$ cat src/rtl/pipe_pkg.sv
// Shared constants for the inter-stage pipeline registers of the 5-stage core.
package pipe_pkg;

  // Control payload field layout (LSB offset / width).
  localparam int unsigned ALU_OP_LSB = 0;
  localparam int unsigned ALU_OP_W   = 5;
  localparam int unsigned RAM_WE_LSB = 5;
  localparam int unsigned RAM_WE_W   = 1;
  localparam int unsigned RF_WE_LSB  = 6;
  localparam int unsigned RF_WE_W    = 1;
  localparam int unsigned NPC_OP_LSB = 7;
  localparam int unsigned NPC_OP_W   = 3;
  localparam int unsigned FLAG_LSB   = 10;
  localparam int unsigned FLAG_W     = 1;

  // Per-stage control widths.
  localparam int unsigned CTRL_W_IF_ID  = 24;
  localparam int unsigned CTRL_W_ID_EX  = 24;
  localparam int unsigned CTRL_W_EX_MEM = 24;
  localparam int unsigned CTRL_W_MEM_WB = 24;

  // Default kill masks: bits that must read zero on a bubble so it has no side effects.
  localparam logic [23:0] KILL_ID_EX  = (24'(1) << RAM_WE_LSB) | (24'(1) << RF_WE_LSB)
                                      | (24'(7) << NPC_OP_LSB) | (24'(1) << FLAG_LSB);
  localparam logic [23:0] KILL_EX_MEM = (24'(1) << RAM_WE_LSB) | (24'(1) << RF_WE_LSB)
                                      | (24'(1) << FLAG_LSB);
  localparam logic [23:0] KILL_MEM_WB = (24'(1) << RF_WE_LSB);

endpackage

$ cat src/rtl/pipe_slot.sv
// One pipeline entry: valid bit plus datapath and control payload registers.
module pipe_slot
  import pipe_pkg::*;
#(
  parameter int unsigned DATA_W = 64,
  parameter int unsigned CTRL_W = CTRL_W_ID_EX
) (
  input  logic              clk,
  input  logic              rst,
  input  logic              i_load,
  input  logic              i_clear,
  input  logic              i_kill,
  input  logic [CTRL_W-1:0] i_kill_mask,
  input  logic [DATA_W-1:0] i_data,
  input  logic [CTRL_W-1:0] i_ctrl,
  output logic              o_valid,
  output logic [DATA_W-1:0] o_data,
  output logic [CTRL_W-1:0] o_ctrl
);

  logic              r_valid;
  logic [DATA_W-1:0] r_data;
  logic [CTRL_W-1:0] r_ctrl;

  // Kill beats load beats clear; kill keeps data but scrubs masked control bits.
  always_ff @(posedge clk) begin
    if (rst) begin
      r_valid <= 1'b0;
      r_data  <= '0;
      r_ctrl  <= '0;
    end else if (i_kill) begin
      r_valid <= 1'b0;
      r_ctrl  <= r_ctrl & ~i_kill_mask;
    end else if (i_load) begin
      r_valid <= 1'b1;
      r_data  <= i_data;
      r_ctrl  <= i_ctrl;
    end else if (i_clear) begin
      r_valid <= 1'b0;
    end
  end

  assign o_valid = r_valid;
  assign o_data  = r_data;
  assign o_ctrl  = r_ctrl;

endmodule

$ cat src/rtl/pipe_stage_skid.sv
// Inter-stage pipeline register with valid/ready handshake, 2-entry skid and stall counter.
module pipe_stage_skid
  import pipe_pkg::*;
#(
  parameter int unsigned      DATA_W         = 64,
  parameter int unsigned      CTRL_W         = CTRL_W_ID_EX,
  parameter logic [CTRL_W-1:0] CTRL_KILL_MASK = '0,
  parameter int unsigned      STALL_CNT_W    = 16
) (
  input  logic                   clk,
  input  logic                   rst,
  input  logic                   flush,
  input  logic                   in_valid,
  output logic                   in_ready,
  input  logic [DATA_W-1:0]      in_data,
  input  logic [CTRL_W-1:0]      in_ctrl,
  output logic                   out_valid,
  input  logic                   out_ready,
  output logic [DATA_W-1:0]      out_data,
  output logic [CTRL_W-1:0]      out_ctrl,
  output logic [1:0]             occupancy,
  output logic [STALL_CNT_W-1:0] stall_cnt
);

  logic              w_main_valid;
  logic [DATA_W-1:0] w_main_data;
  logic [CTRL_W-1:0] w_main_ctrl;
  logic              w_skid_valid;
  logic [DATA_W-1:0] w_skid_data;
  logic [CTRL_W-1:0] w_skid_ctrl;

  logic              w_acc;
  logic              w_pop;
  logic              w_main_load;
  logic              w_main_clear;
  logic              w_skid_load;
  logic              w_skid_clear;
  logic [DATA_W-1:0] w_main_data_in;
  logic [CTRL_W-1:0] w_main_ctrl_in;

  logic [STALL_CNT_W-1:0] r_stall_cnt;

  // Handshake and steering: main refills from skid first to preserve order.
  always_comb begin
    w_acc          = in_valid & ~w_skid_valid;
    w_pop          = w_main_valid & out_ready;
    w_main_load    = (~w_main_valid | w_pop) & (w_skid_valid | w_acc);
    w_main_clear   = w_pop & ~w_skid_valid & ~w_acc;
    w_skid_load    = w_main_valid & ~w_pop & w_acc;
    w_skid_clear   = w_pop & w_skid_valid;
    w_main_data_in = w_skid_valid ? w_skid_data : in_data;
    w_main_ctrl_in = w_skid_valid ? w_skid_ctrl : in_ctrl;
  end

  pipe_slot #(.DATA_W(DATA_W), .CTRL_W(CTRL_W)) u_main (
    .clk         (clk),
    .rst         (rst),
    .i_load      (w_main_load),
    .i_clear     (w_main_clear),
    .i_kill      (flush),
    .i_kill_mask (CTRL_KILL_MASK),
    .i_data      (w_main_data_in),
    .i_ctrl      (w_main_ctrl_in),
    .o_valid     (w_main_valid),
    .o_data      (w_main_data),
    .o_ctrl      (w_main_ctrl)
  );

  pipe_slot #(.DATA_W(DATA_W), .CTRL_W(CTRL_W)) u_skid (
    .clk         (clk),
    .rst         (rst),
    .i_load      (w_skid_load),
    .i_clear     (w_skid_clear),
    .i_kill      (flush),
    .i_kill_mask (CTRL_KILL_MASK),
    .i_data      (in_data),
    .i_ctrl      (in_ctrl),
    .o_valid     (w_skid_valid),
    .o_data      (w_skid_data),
    .o_ctrl      (w_skid_ctrl)
  );

  // Saturating count of cycles where the downstream stage back-pressures a live entry.
  always_ff @(posedge clk) begin
    if (rst) begin
      r_stall_cnt <= '0;
    end else if (w_main_valid & ~out_ready & ~(&r_stall_cnt)) begin
      r_stall_cnt <= r_stall_cnt + STALL_CNT_W'(1);
    end
  end

  assign in_ready  = ~w_skid_valid;
  assign out_valid = w_main_valid;
  assign out_data  = w_main_data;
  assign out_ctrl  = w_main_ctrl & (w_main_valid ? {CTRL_W{1'b1}} : ~CTRL_KILL_MASK);
  assign occupancy = 2'(w_main_valid) + 2'(w_skid_valid);
  assign stall_cnt = r_stall_cnt;

endmodule

$ cat config.mk
export PLATFORM = sky130hd
export DESIGN_NAME = pipe_stage_skid
export DESIGN_NICKNAME = d
export VERILOG_FILES = /design/src/rtl/pipe_pkg.sv /design/src/rtl/pipe_slot.sv /design/src/rtl/pipe_stage_skid.sv
export SDC_FILE = /design/constraint.sdc
export NUM_CORES = 1
export LEC_CHECK = 0
export BUFFER_PORTS_ARGS = -buffer_cell sky130_fd_sc_hd__clkbuf_2
export CORE_ASPECT_RATIO = 2
export CORE_MARGIN = 2
export CORE_UTILIZATION = 45
export CTS_CLUSTER_SIZE = 24
export DETAILED_ROUTE_END_ITERATION = 16
export GPL_TIMING_DRIVEN = 0
export PLACE_DENSITY = 0.7
export SLEW_MARGIN = 25
export SYNTH_ARGS = -nofsm -noshare
export SYNTH_HDL_FRONTEND = slang
export SYNTH_SLANG_ARGS = --single-unit
$ cat constraint.sdc
create_clock -name clk -period 5 [get_ports clk]
set_clock_uncertainty 0.2 [all_clocks]
set_input_delay 0.25 -clock clk [delete_from_list [all_inputs] [get_ports clk]]
set_output_delay 0.25 -clock clk [all_outputs]
set_load 0.05 [all_outputs]
-- Word-level counts from Yosys, hierarchy flattened
Index checks and enable logic that the tools add are counted.
- bits of input ports: 93
- bits in registers: 194
- output and inout bits: 108
- add/sub/neg operators: 2
- bitwise logic cells: 19
- reduce and logical (&&, ||, !) cells: 6
- muxes and demuxes: 6
- operator list (kind ; number):
    $mux W64 ; 1
    $mux W24 ; 1
    $add A16 B1 Y16 const B ; 1
    $reduce_and A16 Y1 ; 1
    $and A1 B1 Y1 ; 10
    $not A1 Y1 ; 7
    $mux W1 ; 4
    $reduce_and A2 Y1 ; 2
    $reduce_bool A2 Y1 ; 2
    $add A1 B1 Y2 ; 1
    $or A1 B1 Y1 ; 2
    $reduce_or A2 Y1 ; 1

-- Depth between registers and ports, before layout
Gate-level depths: netlist of the first run.
- depth after elaboration: 6
- depth in mapped cells: 7
- gate-level depth less buffers: 6

-- Modules after synthesis
Synthesis of the first run repeated with hierarchy kept, for this count alone.
- cell total of the unflattened synthesis: 991
- area total of the unflattened synthesis: 8567.0 um^2
- modules (own cells, without submodules) (module ; area an instance (um^2) ; cells each ; instances):
    pipe_slot ; 3299.4 ; 391 ; 2
    pipe_stage_skid ; 1968.1 ; 209 ; 1

-- Worst setup path after synthesis of the first run
No wires, ideal clock.
- kind: register -> register
- start: reg r_stall_cnt[0], in the netlist stall_cnt[0]
- end: reg r_stall_cnt[7], in the netlist stall_cnt[7]
- data required time: 4.677 ns
- arrival: 2.248 ns
- slack: 2.429 ns
- cell stages (with the launch flop): 8
- clock period less this slack: 2.571 ns
- path buffers: 1
- setup time: 0.123 ns
- path through: dfxtp_1 -> ha_1 -> nand4_2 -> or4_4 -> buf_6 -> o21ai_2 -> nor2_1 -> mux2_1
- cells in the longest elaborated chain, start to end: 3
- elaborated cells between the ends (all ways): 4
- RTL lines (element ; RTL line ; source):
    start: declaration ; pipe_stage_skid.sv:41 ; logic [STALL_CNT_W-1:0] r_stall_cnt;
    start signal: assignment ; pipe_stage_skid.sv:88 ; r_stall_cnt <= r_stall_cnt + STALL_CNT_W'(1);
    branches (longest 3 deep; another with $add A16 B1 Y16) ; - ;
Parallel ways; which one is timed is not known.
A chain may end at the register's enable or synchronous reset.

-- Worst setup path after layout of the first run
- start: in out_ready
- end: reg u_skid.r_data[55], in the netlist u_skid.o_data[55]
- cells in the longest elaborated chain, start to end: 5
- RTL lines (element ; RTL line ; source):
    start: declaration ; pipe_stage_skid.sv:18 ; input logic out_ready,
    $and A1 B1 Y1 ; pipe_stage_skid.sv:46 ; w_pop = w_main_valid & out_ready;
    $not A1 Y1 ; pipe_stage_skid.sv:49 ; w_skid_load = w_main_valid & ~w_pop & w_acc;
    $and A1 B1 Y1 (2 in series) ; pipe_stage_skid.sv:49 ;
    $reduce_and A2 Y1 (no source line) ; - ;
    end signal: assignment ; pipe_slot.sv:36 ; r_data <= i_data;
    end: declaration ; pipe_slot.sv:22 ; logic [DATA_W-1:0] r_data;
Every way passes these cells.

==> results of run 1 <==
-- synthesized netlist by cell type (all sizes together), types with 4 or more instances --
master    n  area (um^2)
inv       4         15.0
xor2      9         78.8
mux2i    89          891
nand3     6         35.0
dfxtp   194         3880
nand2   182          683
o21ai     5         32.5
a21oi    89          445
nor3      6         30.0
a211oi   91          683
clkbuf   49          184
buf      22          106
nor2    108          405
-- report_power, final --
part	leakage, nW	total, mW	switching, mW	internal [mW]
registers	1.58	1.64	0.0340	1.60
clock network	0.268	1.29	0.619	0.672
logic	2.11	0.526	0.355	0.171
-- cell families after synthesis --
kind of cell,after synthesis
multiplexers,90
buffers and inverters,75
AND/OR/NAND/NOR,316
AO/OA/AOI/OAI,189
adder cells (fa/ha/maj),2
XOR/XNOR,12
flip-flops,194
-- flip-flops by register name, indices dropped and copies added (netlist names) --
signal          flops
u_main.o_valid      1
u_main.o_ctrl      24
u_skid.o_ctrl      24
u_main.o_data      64
u_skid.o_valid      1
u_skid.o_data      64
stall_cnt          16
-- path summary, 6_finish.rpt --
| check | start | end | slack (ps) | cells past startpoint |
|---|---|---|---|---|
| worst max register to register | u_main.o_valid | u_skid.o_data[55] | 2400 | 6 |
| worst min-delay path | u_skid.o_ctrl[1] | u_skid.o_ctrl[1] | 250 | 2 |
| worst max-delay path | out_ready | u_skid.o_data[55] | 2400 | 8 |
| worst min register to register | u_skid.o_ctrl[1] | u_skid.o_ctrl[1] | 250 | 2 |
-- per-layer routing --
| metal | part of all wire [%] | vias up |
|---|---|---|
| met3 | 4.6 | 71 |
| met1 | 38 | 3350 |
| li1 | - | 3624 |
| met2 | 53 | 231 |
| met4 | 4.3 | 0 |
| met5 | 0 | - |
-- through the flow --
step | setup WS [ps] | instances
floorplan | 2430 | 878
global placement | 2370 | 1284
detailed placement | 2330 | 1284
CTS | 2330 | 1408
global route | 2130 | 1408
finish | 2400 | 1408
-- timing repair --
| action | CTS | global route |
|---|---|---|
| hold buffers | 93 | 0 |
| setup endpoints to repair | 0 | 0 |
| hold endpoints to repair | 172 | 0 |
| setup buffers | 0 | 0 |
-- cell type report --
class | instances | share of cell area, %
Sequential cell | 194 | 37.3
Multi-Input combinational cell | 609 | 33.5
Timing Repair Buffer | 292 | 18.5
Clock buffer | 19 | 4.35
Buffer | 71 | 2.79
Tap cell | 207 | 2.49
Clock inverter | 12 | 0.949
Inverter | 4 | 0.144
-- cell usage in the layout (no fill, tap or decap), drive strengths merged, types with 2 or more instances in the layout --
cell type    count
mux2i           89
clkbuf         267
a211oi          91
nand4            3
xor2             9
nand2          182
nor4             2
ha               2
nand3            6
or4              2
nor2           108
buf             22
and3             2
o211ai           2
clkinv           4
dlygate4sd3     93
inv             10
dfxtp          194
xnor2            3
nor2b            2
clkinvlp         2
nor3             6
and4             2
a21oi           89
o21ai            5
-- critical path, cell delays in order --
cell	delay [ps]
dlygate4sd3_1	540
clkbuf_2	120
nor2b_1	470
nand3_1	470
clkbuf_1	350
clkbuf_1	300
nand2_1	130
a21oi_1	70
==> results.md, run 1 <==
- N_diodes: 0
- First-pass DRT Iterations: 5
- Syn avg cell area: between 8 and 9 um^2
- Peak VDD IR: 228 uV
- DR vias: 7276
- Post-Syn Area: about 7700 um^2
- Drt drc: 0
- Clock-pin slew of the registers on the worst-case setup and hold paths: ~70 ps
- Worst endpoint required time: ~5100 ps
- Worst Max-Slew Pin Slew: approximately 840 ps
- CTS Root Buffer Type: clkbuf_16
- Largest net degree at the start of global routing: 18
- Status: completed
- Most Crowded Layer GR: met2
- Fmax achieved: between 300 and 400 MHz
- Final wirelength: between 20000 and 25000 um
- Placed Area: just under 9000 um^2
- Post-Synth Adder-Cell Area: 0.326%
- Post-synth top flop: dfxtp_1
- Core Util, Final: between 60 and 70%
- RePlAce Congestion: ~0.78
- Leakage: between 3 and 4 nW
- Compound-gate portion of the synthesized area: between 10% and 20%
- Routed vias/inst: between 5 and 6
- Final setup vio count: 0
- Initial Utilization: between 40% and 50%
- Mux contribution to synthesized area: between 10% and 20%
- Antenna-violating nets left: 0
- Period utilisation layout: 52.0%
- Register area: 3880 um^2
- EDFF count, synth: 0
- Nets: 1284
- Syn nets: around 1000
- Rows: between 60 and 70
- Total negative slack: 0 ps
- Async set or reset register ratio after synthesis: 0%
- Area grow syn2layout: 35.6%
- Max-cap violations: 0
- Met3 Use GR: under 10%
- Global-route track usage on met1: 26.1%
- Area occupied by multi-input gates: 3490 um^2
- Crit path max fanout: 10
- Seq/Total Area, Yosys: between 50% and 60%
- IO Port Bufs: ~200
- Die width: 96.4 um
- Synth warnings: 0
- XOR/XNOR share of the synthesized area: between 1 and 1.5%
- Synthesized-area fraction occupied by and/or/nand/nor cells: ~16%
- WL per Instance: 15.6 um
- Worst hold margin: approximately 250 ps
- RSZ-0062 raised after global routing: false
- Finished Cell Area: about 10000 um^2
- Crit Path Class: in -> reg
- Crit path launch type: input pin
- Fill cells: ~1.5k
- Slew margin rel.: a little over two fifths
- CORE AREA: 16800 um^2
- Fraction of layout cells with a size suffix above 1: 20.8%
- TritonCTS Buffers: 17
- Post-CTS Resized: 0
- Io pins: around 200
- Post-synth cell types: 33
- Global-route wire length before repair: 34900 um
- H-tree levels: 4
- Power Density: between 300 and 400 nW/um^2
- #FFs+latches synth: a little under 200
- Final Power: between 3 and 4 mW
- Vias in the first global route: a little over 7k
- Final Critical Period: ~2600 ps
- Initial antenna violation count: 0
- DR iter-0 viols: 218
- Clock Sinks: ~190
- Slew Limit Fails: 0
- Hpwl dp: 15500 um
- Worst Hold Class: reg -> reg
- CP arrival: approximately 2700 ps
- Total GRT Usage: 24.5%
- CTS tree: done
- Met2 Use GR: between 40% and 50%
- CTS max path bufs: 2
- Crit end category: register
- Die H: around 190 um
- Die area: 18200 um^2
- Mapped Cells: about 900
- Final hold viol count: 0
- GR Overflow Total: 0
- Largest family of logic cells by synthesized area: simple AND/OR/NAND/NOR gates
- Clock Latency Late Sink: approximately 440 ps
No activity file was read; power rests on OpenSTA's default activity.
==> run 2: changes to the inputs <==
--- a/config.mk
+++ b/config.mk
@@ -12,7 +12,7 @@
 export CTS_CLUSTER_SIZE = 24
 export DETAILED_ROUTE_END_ITERATION = 16
 export GPL_TIMING_DRIVEN = 0
-export PLACE_DENSITY = 0.7
+export PLACE_DENSITY = 0.72
 export SLEW_MARGIN = 25
 export SYNTH_ARGS = -nofsm -noshare
 export SYNTH_HDL_FRONTEND = slang
==> constraint.sdc (replaced) <==
create_clock -name clk -period 2.2 [get_ports clk]
set_clock_uncertainty 0.2 [all_clocks]
set_input_delay 0.11 -clock clk [delete_from_list [all_inputs] [get_ports clk]]
set_output_delay 0.11 -clock clk [all_outputs]
set_load 0.05 [all_outputs]
==> results.md, run 2 (synthesis results as in run 1) <==
- Worst Max-Slew Pin Slew: 801 ps (was 841 ps)
- Die area: 18200 um^2 (unchanged)
- First-pass DRT Iterations: 4 (was 5)
- Drt drc: 0 (unchanged)
- Slew margin rel.: 46.6% (was 43.9%)
- Rows: 67 (unchanged)
- Capturing point of the worst reg2reg path: stall_cnt[7] (was u_skid.o_data[55])
- Fill cells: 1454 (was 1455)
- Final Power: 8.24 mW (was 3.45 mW)
- GR Overflow Total: 0 (unchanged)
- Max-cap violations: 0 (unchanged)
- Die H: 189 um (unchanged)
- Crit Path Class: reg -> reg (was in -> reg)
- Die width: 96.4 um (unchanged)
- CORE AREA: 16800 um^2 (unchanged)
- Routed vias/inst: 5.21 (was 5.17)
- Initial antenna violation count: 0 (unchanged)
- Largest net degree at the start of global routing: 18 (unchanged)
- Clock-pin slew of the registers on the worst-case setup and hold paths: 70 ps (about the same)
- Antenna-violating nets left: 0 (unchanged)
- RePlAce Congestion: 0.830 (was 0.777)
- Leakage: 4.06 nW (was 3.95 nW)
- Fraction of layout cells with a size suffix above 1: 23.8% (was 20.8%)
- Critical path's slowest cell: or4_4 (was dlygate4sd3_1)
- Peak VDD IR: 599 uV (was 228 uV)
- CTS max path bufs: 2 (unchanged)
- Io pins: 201 (unchanged)
- Hpwl dp: 15600 um (was 15500 um)
- WL per Instance: 15.7 um (was 15.6 um)
- DR vias: 7354 (was 7276)
- Initial Utilization: 45.8% (unchanged)
- Period utilisation layout: between 90 and 100%
- Final Critical Period: ~2100 ps
- P_sw: 2.25 mW (was 1.01 mW)
- Crit path launch type: register (was input pin)
- Sw Share: 27.4% (was 29.2%)
- CTS Root Buffer Type: clkbuf_16 (unchanged)
- Sequential power share: 45.1% (was 47.4%)
- RSZ-0062 raised after global routing: true (was false)
- Reg2Reg Depth: 6 (unchanged)
- IO Port Bufs: 199 (unchanged)
- Final hold viol count: 0 (unchanged)
- Commonest non-fill, non-tap cell in the layout: clkbuf_2 (unchanged)
- Area grow syn2layout: 38.2% (was 35.6%)
- Fmax achieved: 476 MHz
- DR iter-0 viols: 226 (was 218)
- Vias in the first global route: 7277 (was 7109)
- RR Startpoint: stall_cnt[0] (was u_main.o_valid)
- Post-route insts no fill: 1411 (was 1408)
- WHS Path Cells: 2 (unchanged)
- Hold_sp: u_skid.o_data[10] (was u_skid.o_ctrl[1])
- Pint: 5.99 mW (was 2.44 mW)
- WP buf/inv: 0 (was 4)
- Worst path max stage delay: 610 ps (was 540 ps)
- Final wirelength: 22100 um (was 21900 um)
- Slew Limit Fails: 0 (unchanged)
- Clock Latency Late Sink: 440 ps (about the same)
- CP cell instances: ha_4 -> nand4_4 -> or4_4 -> o21ai_4 -> nor2_1 -> mux2_1 (was dlygate4sd3_1 -> clkbuf_2 -> nor2b_1 -> nand3_1 -> clkbuf_1 -> clkbuf_1 -> nand2_1 -> a21oi_1)
- CTS tree: done (unchanged)
- Most frequent cells in the layout: clkbuf_2, nand2_1, dfxtp_1, nor2_1, dlygate4sd3_1 (was clkbuf_2, dfxtp_1, nand2_1, nor2_1, dlygate4sd3_1)
- CP arrival: 2210 ps (was 2700 ps)
- Clock Sinks: 194 (unchanged)
- Gate power share: 14.6% (was 15.2%)
- Global-route wire length before repair: 35200 um (was 34900 um)
- R2R Setup Slk: 100 ps (was 2400 ps)
- Placed insts: 1284 (unchanged)
- Final setup vio count: 0 (unchanged)
- Crit end category: register (unchanged)
- Status: completed (unchanged)
- TritonCTS Buffers: 17 (unchanged)
- Clock network power share: 40.3% (was 37.4%)
- Hold endpoint: u_skid.o_data[10] (was u_skid.o_ctrl[1])
- N_diodes: 0 (unchanged)
- Worst Hold Class: reg -> reg (unchanged)
- Crit path max fanout: 8 (was 10)
- Power Density: 776 nW/um^2 (was 331 nW/um^2)
- Crit-path leading delay family: simple AND/OR/NAND/NOR gates (was buffers and inverters)
- Total negative slack: 0 ps (unchanged)
- Nets: 1286 (was 1284)
- Worst endpoint required time: 2310 ps (was 5100 ps)
- Total GRT Usage: 24.8% (was 24.5%)
- H-tree levels: 4 (unchanged)
run 2: cell count changes in the layout (fill, tap and decap cells not counted), moves of 2 or more:
| cell | before | now |
|---|---|---|
| dfxtp_1 | 194 | 177 |
| dfxtp_2 | 0 | 15 |
| clkbuf_2 | 199 | 208 |
| clkbuf_1 | 49 | 43 |
| buf_1 | 8 | 3 |
| clkbuf_4 | 0 | 5 |
| bufinv_16 | 0 | 4 |
| buf_4 | 0 | 3 |
| inv_6 | 6 | 3 |
| dfxtp_4 | 0 | 2 |
run 2: worst max-delay path by stage:
| stage | start | end | slack (ps) | cells after the start |
|---|---|---|---|---|
| CTS | stall_cnt[0] | stall_cnt[7] | 7 | 7 |
| detailed placement | u_main.o_valid | u_skid.o_data[51] | -410 | 6 |
| global placement | u_main.o_valid | u_skid.o_data[51] | -380 | 6 |
| floorplan | stall_cnt[0] | stall_cnt[7] | -20 | 7 |
| global route | u_main.o_valid | u_skid.o_data[46] | -8 | 6 |
| finish | stall_cnt[0] | stall_cnt[7] | 100 | 6 |
run 2: power groups by stage:
stage          combinational, mW  clock [mW]  sequential, mW
6_report                    1.21        3.32            3.72
5_1_grt                     1.29        3.51            3.73
4_1_cts                     1.20        3.37            3.72
3_5_place_dp                1.06           0            3.80
3_3_place_gp                1.05           0            3.79
2_1_floorplan              0.329           0            4.18
run 2: layout make-up:
| cell class | count | area (um^2) | share of cell area (%) |
|---|---|---|---|
| clock inverters | 11 | 176 | 1.66 |
| repair buffers | 295 | 1950 | 18.4 |
| well taps | 207 | 259 | 2.44 |
| plain buffers | 70 | 315 | 2.97 |
| flip-flops and latches | 194 | 3910 | 36.8 |
| multi-input cells | 609 | 3540 | 33.3 |
| clock buffers | 21 | 450 | 4.24 |
| inverters | 4 | 15.0 | 0.141 |
run 2: tightest hold or removal path, delay by kind of cell, from the launching register on:
kind	cells	cell delay [ps]
AO/OA/AOI/OAI	1	50
AND/OR/NAND/NOR	1	50
flip-flops	1	310
run 2: what timing repair did:
item                                    in CTS  in global routing
resized for setup                           14                 19
hold buffers                                93                  0
setup buffers                                0                  3
pin swaps                                    0                  1
endpoints found under the setup margin     170                105
hold endpoints to repair                   182                  0
run 2: metrics by stage:
stage / setup WS (ps) / hold slack, ps / utilization, % / instance area, um^2
after floorplan: -16.3 / -19.0 / - / 7720
after detailed placement: -410 / 131 / 53.5 / 8970
after global routing: -8.12 / 266 / 63.3 / 10600
after global placement: -376 / 122 / 53.5 / 8970
after CTS: 6.59 / 236 / 63.0 / 10600
final: 101 / 254 / 63.3 / 10600
run 2: layer usage:
layer | part of all wire (%) | global-route usage, %
met3 | 4.1 | 4.96
met1 | 37 | 25.8
met4 | 4.4 | 13.1
met2 | 54 | 45.0
met5 | 0 | 0
